**src/rtl/deser_24.sv**
```systemverilog
// Serial-to-parallel receiver: MSB-first bits gathered into WIDTH-bit words,
// with a one-deep output holding register, valid/ready handshake and sticky overrun.
module deser_24 #(
  parameter int unsigned WIDTH = 24
) (
  input  logic             Clk,
  input  logic             Reset,
  input  logic             Start,
  input  logic             Shift_In,
  input  logic             Shift_En,
  input  logic             Ready,
  output logic [WIDTH-1:0] Data_Out,
  output logic             Valid,
  output logic             Busy,
  output logic [4:0]       Bit_Count,
  output logic             Overrun
);

  typedef enum logic {IDLE, RECV} state_t;

  localparam logic [4:0] LAST = 5'(WIDTH - 1);

  state_t           state_q, state_d;
  logic [WIDTH-1:0] shreg_q, shreg_d;
  logic [WIDTH-1:0] data_q, data_d;
  logic [4:0]       cnt_q, cnt_d;
  logic             valid_q, valid_d;
  logic             ovr_q, ovr_d;
  logic [1:0]       rst_sync_q;
  logic             rst;
  logic [WIDTH-1:0] word;

  // Reset asserts immediately but releases only on a clock edge.
  always_ff @(posedge Clk or posedge Reset) begin
    if (Reset) rst_sync_q <= '1;
    else       rst_sync_q <= {rst_sync_q[0], 1'b0};
  end
  assign rst = rst_sync_q[1];

  always_ff @(posedge Clk or posedge rst) begin
    if (rst) begin
      state_q <= IDLE;
      shreg_q <= '0;
      data_q  <= '0;
      cnt_q   <= '0;
      valid_q <= 1'b0;
      ovr_q   <= 1'b0;
    end else begin
      state_q <= state_d;
      shreg_q <= shreg_d;
      data_q  <= data_d;
      cnt_q   <= cnt_d;
      valid_q <= valid_d;
      ovr_q   <= ovr_d;
    end
  end

  assign word = {shreg_q[WIDTH-2:0], Shift_In};

  always_comb begin
    state_d = state_q;
    shreg_d = shreg_q;
    data_d  = data_q;
    cnt_d   = cnt_q;
    ovr_d   = ovr_q;
    // A handshake frees the holding register before any same-edge completion.
    valid_d = valid_q && !Ready;

    if (Start) begin
      state_d = RECV;
      ovr_d   = 1'b0;
      if (Shift_En) begin
        shreg_d = WIDTH'(Shift_In);
        cnt_d   = 5'd1;
      end else begin
        shreg_d = '0;
        cnt_d   = '0;
      end
    end else if (state_q == RECV && Shift_En) begin
      shreg_d = word;
      if (cnt_q == LAST) begin
        state_d = IDLE;
        cnt_d   = '0;
        if (valid_d) begin
          ovr_d = 1'b1;
        end else begin
          data_d  = word;
          valid_d = 1'b1;
        end
      end else begin
        cnt_d = cnt_q + 5'd1;
      end
    end
  end

  assign Data_Out  = data_q;
  assign Valid     = valid_q;
  assign Busy      = (state_q == RECV);
  assign Bit_Count = cnt_q;
  assign Overrun   = ovr_q;

endmodule

```
**config.mk**
```make
export PLATFORM = sky130hd
export DESIGN_NAME = deser_24
export DESIGN_NICKNAME = d
export VERILOG_FILES = /design/src/rtl/deser_24.sv
export SDC_FILE = /design/constraint.sdc
export NUM_CORES = 1
export LEC_CHECK = 0
export BUFFER_PORTS_ARGS = -buffer_cell sky130_fd_sc_hd__buf_2
export CAP_MARGIN = 0
export CORE_MARGIN = 2
export CORE_UTILIZATION = 55
export CTS_CLUSTER_DIAMETER = 120
export CTS_CLUSTER_SIZE = 24
export DETAILED_ROUTE_END_ITERATION = 7
export GPL_TIMING_DRIVEN = 0
export PLACE_DENSITY = 0.83
export SETUP_SLACK_MARGIN = 0.4
export SLEW_MARGIN = 20
export SYNTH_ARGS = -nofsm -noshare
export SYNTH_HDL_FRONTEND = slang
export SYNTH_SLANG_ARGS = --single-unit
```
**constraint.sdc**
```tcl
create_clock -name Clk -period 2.1 [get_ports Clk]
set_clock_uncertainty 0.05 [all_clocks]
set_input_delay 0.105 -clock Clk [delete_from_list [all_inputs] [get_ports Clk]]
set_output_delay 0.105 -clock Clk [all_outputs]
set_load 0.1 [all_outputs]
```
* Word-level counts from Yosys, hierarchy flattened
Cells that the tools add are included.
** Operators by class
- Multiplexer cells :: 17
- Add/sub/neg operators :: 1
- Reductions and logical operators :: 9
- Equality and inequality tests :: 1
- Bitwise gates (word level) :: 2
** Operator list (count)
- 2-to-1 mux 23 bit :: 2
- 2-to-1 mux 5 bit :: 3
- 2-to-1 mux 1 bit :: 12
- nonzero test 2 bit :: 3
- adder 5 x 1 -> 5 bit, second input constant :: 1
- == test 5 bit, second input constant :: 1
- AND reduction 4 bit :: 1
- AND reduction 3 bit :: 1
- logical AND 1 bit :: 2
- inverter 1 bit :: 2
- AND reduction 2 bit :: 1
- zero test 1 bit :: 1
** Storage, ports and cells
- Word-level logic and storage cells :: 37
- Flip-flop bits (word level) :: 57
- Output and inout port bits :: 32
- Bits of input ports :: 6

* Depth between registers and ports, before layout
- Depth after elaboration :: 6
- Gate-level depth with buffers :: 6
- Depth with buffers taken out :: 4

* Worst setup path before layout
Ideal clock, no wire load.
- Path type :: register to register
- From :: register cnt_q[0], in the netlist Bit_Count[0]
- To :: register data_q[10], in the netlist Data_Out[10]
- Cell stages (with the launch flop) :: 6
- Arrival time :: 2.414 ns
- Path buffers :: 1
- Slack :: -0.490 ns
- Clock period less this slack :: 2.590 ns
- Cells stage by stage :: dfrtp_1 ha_1 nand4b_2 nor4b_4 buf_6 mux2_2
** Between the ends
- Cells in the longest elaborated chain, start to end :: 2
** RTL lines
- start, declared :: line 26 : logic [4:0] cnt_q, cnt_d;
- start signal, assigned :: line 52 : cnt_q <= cnt_d;
- == test 5 bit :: line 81 : if (cnt_q == LAST) begin
- AND reduction 4 bit (no source line)
- end signal, assigned :: line 51 : data_q <= data_d;
- end, declared :: line 25 : logic [WIDTH-1:0] data_q, data_d;
Every way passes these cells.
A chain may end at the register's enable or synchronous reset.

* Final worst setup path
- From :: register cnt_q[0], in the netlist Bit_Count[0]
- To :: register data_q[4], in the netlist Data_Out[4]
The elaborated chain is that of the path after synthesis.

==> summary.md <==
| Metric | Value |
|---|---|
| Dpl cells | 286 |
| Async set or reset register ratio after synthesis | 100% |
| Grt met3 use | 8.44% |
| Die W | 68.5 um |
| Period Utilization, post-route | 84.6% |
| Cell variety after synth | 32 |
| Commonest cells after routing, fill and taps aside | nand2_1, dfrtp_1, buf_2, a21oi_1, mux2_4 |
| Max Cap Violations | 0 |
| Initial antenna violation count | 0 |
| Ant. Diodes | 0 |
| Standard-cell rows | 23 |
| Commonest non-fill, non-tap cell in the layout | nand2_1 |
| Fraction of layout instances using a drive strength above 1 | 40.7% |
| Final hold slack | 0.0121 ns |
| Max-slew violations | 0 |
| Via count | 1,727 |
| Hold path startpoint | Ready |
| Mapped Cells | 200 |
| Synthesis-to-finish area growth | 33.2% |
| Seq cells post-synth | 57 |
| Clk sinks | 57 |
| Largest net degree at the start of global routing | 31 |
| Mapped Nets | 207 |
| Post-DP HPWL | 2850 um |
| Via density | 5.43 |
| Worst hold path type | in -> reg |
| CTS Buffer Depth | 2 |
| Inserted Clock Buffers | 9 |
| Final Non-Filler Cells | 318 |
| CTS Root Cell | clkbuf_8 |
| Crit path required time | 2.27 ns |
| Synth area leader | dfrtp_1 |
| Number of synthesized flops with an enable pin | 0 |
| Status | completed |
| Reg2reg end | Data_Out[4]$_DFFE_PP0P_ |
| Initial core utilization | 57.3% |
| R2R setup slack | 0.32 ns |
| Worst Hold Depth | 3 |
| Avg WL per Cell | 16.4 um |
| Core Region | 0.00400 mm2 |
| DIE HEIGHT | 68.5 um |
| GRT busiest layer | met2 |
| Top FF cell, synth | dfrtp_1 |
| Vias in the first global route | 1,711 |
| Relative slew slack | 62.1% |
| Worst Setup Path Type | reg -> reg |
| Post-route ant nets | 0 |
| Worst-Margin Slew | 0.567 ns |
| Cell count of the worst reg-to-reg path | 7 |
| Total gr overflow | 0 |
| Skew-Pair Late Insertion Delay | 0.34 ns |
| Gr usage total | 24.3% |
| PwrDens | 772 mW/mm2 |
| Fmax | 563 MHz |
| Setup Total Neg Slack | 0 ns |
| Setup crit start kind | flip-flop |
| FILL cells | 244 |
| CTS tree | yes |
| Die Area | 0.00470 mm2 |
| Gpl congestion | 0.719 |
| Worst-path fanout max | 5 |
| Crit. End Element | flip-flop |
| LEAKAGE | 1.54 nW |
| Dominant cells by area after synthesis | dfrtp_1, mux2_2, nand2_1 |
| H-tree depth | 3 |
| Worst path arrival time | 1.94 ns |
| NumNets Final | 270 |
| Met1 GRT Util | 32.2% |
| PortBufs | 35 |
| Yosys warns | 0 |
| Clock transition at path regs | 0.07 ns |
| Starting DRC count in detailed routing | 108 |
| RSZ-0062 raised after global routing | true |
| Yosys top cell area share | 60.1% |
| Syn Area/Cell | 11.5 um2 |
| Area after DPL | 0.00258 mm2 |
| Sequential fraction of the synthesis area | 62.4% |
| Post-Syn Area | 0.00229 mm2 |
| First-pass GRT wire length | 8060 um |
| Ports | 38 |
| RR Startpoint | Bit_Count[0]$_DFFE_PP0P_ |
| Maximum VDD drop | 0.723 mV |
| Post-layout util | 76.3% |
| DRC viols | 0 |
| Final Cell Area | 0.00305 mm2 |
| Final wirelength | 5220 um |
| Hold worst-path end | Valid$_DFF_PP0_ |
| GR Util met2 | 36.8% |
| Final setup viols | 0 |
| Min Tclk post-route | 1.78 ns |
| Final hold vios | 0 |
| Drt first pass iters | 4 |
==> power by group <==
part           leakage [nW]  switching [W]  internal (W)
clock                 0.106       0.000437      0.000661
combinational         0.660       0.000103     0.0000355
sequential            0.772     0.00000964       0.00111
==> sequential cells by signal, indices dropped and copies added, names as in the netlist <==
name        cells
shreg_q        23
Data_Out       24
rst_sync_q      2
Busy            1
Overrun         1
Valid           1
Bit_Count       5
==> metal layers <==
layer / share of wire, % / vias up
met2: 49 / 71
met5: 0 / -
met4: 2.6 / 0
met3: 6.8 / 18
met1: 42 / 846
li1: - / 792
==> final cells by class <==
cell class              instances  area (um2)  area share, %
multi-input cells             124         868           28.5
flip-flops and latches         57        1440           47.1
clock inverters                 6        82.6           2.71
inverters                       6        26.3          0.861
clock buffers                  10         128           4.18
repair buffers                 52         368           12.1
well taps                      50        62.6           2.05
plain buffers                  13        78.8           2.58
==> per-stage QoR <==
stage / power (W) / setup WS, ns
after floorplan: 0.00123 / -0.102
after global placement: 0.00125 / 0.108
after detailed placement: 0.00126 / 0.0715
after CTS: 0.00235 / 0.346
after global routing: 0.00242 / 0.253
final: 0.00236 / 0.324
==> Yosys cell counts (2+ instances only) <==
cell,number
nor2_1,2
clkbuf_1,9
dfrtp_1,55
buf_6,2
mux2_2,23
dfstp_2,2
nand2b_1,2
nand2_1,51
o21ai_0,2
inv_1,6
a21oi_1,25
==> what timing repair did <==
| action | 4_1_cts | 5_1_grt |
|---|---|---|
| buffers inserted | 10 | 2 |
| pin swaps | 2 | 0 |
| hold endpoints to repair | 4 | 0 |
| hold buffers | 2 | 0 |
| resized for setup | 20 | 8 |
| setup endpoints to repair | 24 | 24 |
| cloned | 2 | 0 |
==> critical path: stages, from the launching register on <==
cell	delay [ns]
dfrtp_2	0.39
ha_4	0.15
nand4b_4	0.11
nor4b_4	0.26
buf_6	0.17
buf_6	0.10
buf_8	0.12
mux2_4	0.30
==> kinds of logic after synthesis <==
group | synth area share (%)
other cells | 0.164
mux | 12.2
buf+inv | 3.99
xor+xnor | 0.382
flops | 62.4
compound gates | 7.16
simple gates | 13.2
fa+ha+maj | 0.546
==> worst max-delay path by stage <==
stage	from	to
finish	Bit_Count[0]$_DFFE_PP0P_	Data_Out[4]$_DFFE_PP0P_
global route	Bit_Count[0]$_DFFE_PP0P_	Data_Out[2]$_DFFE_PP0P_
CTS	Bit_Count[0]$_DFFE_PP0P_	Data_Out[4]$_DFFE_PP0P_
detailed placement	Bit_Count[0]$_DFFE_PP0P_	Data_Out[14]$_DFFE_PP0P_
global placement	Bit_Count[0]$_DFFE_PP0P_	Data_Out[4]$_DFFE_PP0P_
floorplan	Bit_Count[0]$_DFFE_PP0P_	Data_Out[10]$_DFFE_PP0P_
Power figures use the tool's default switching activity.
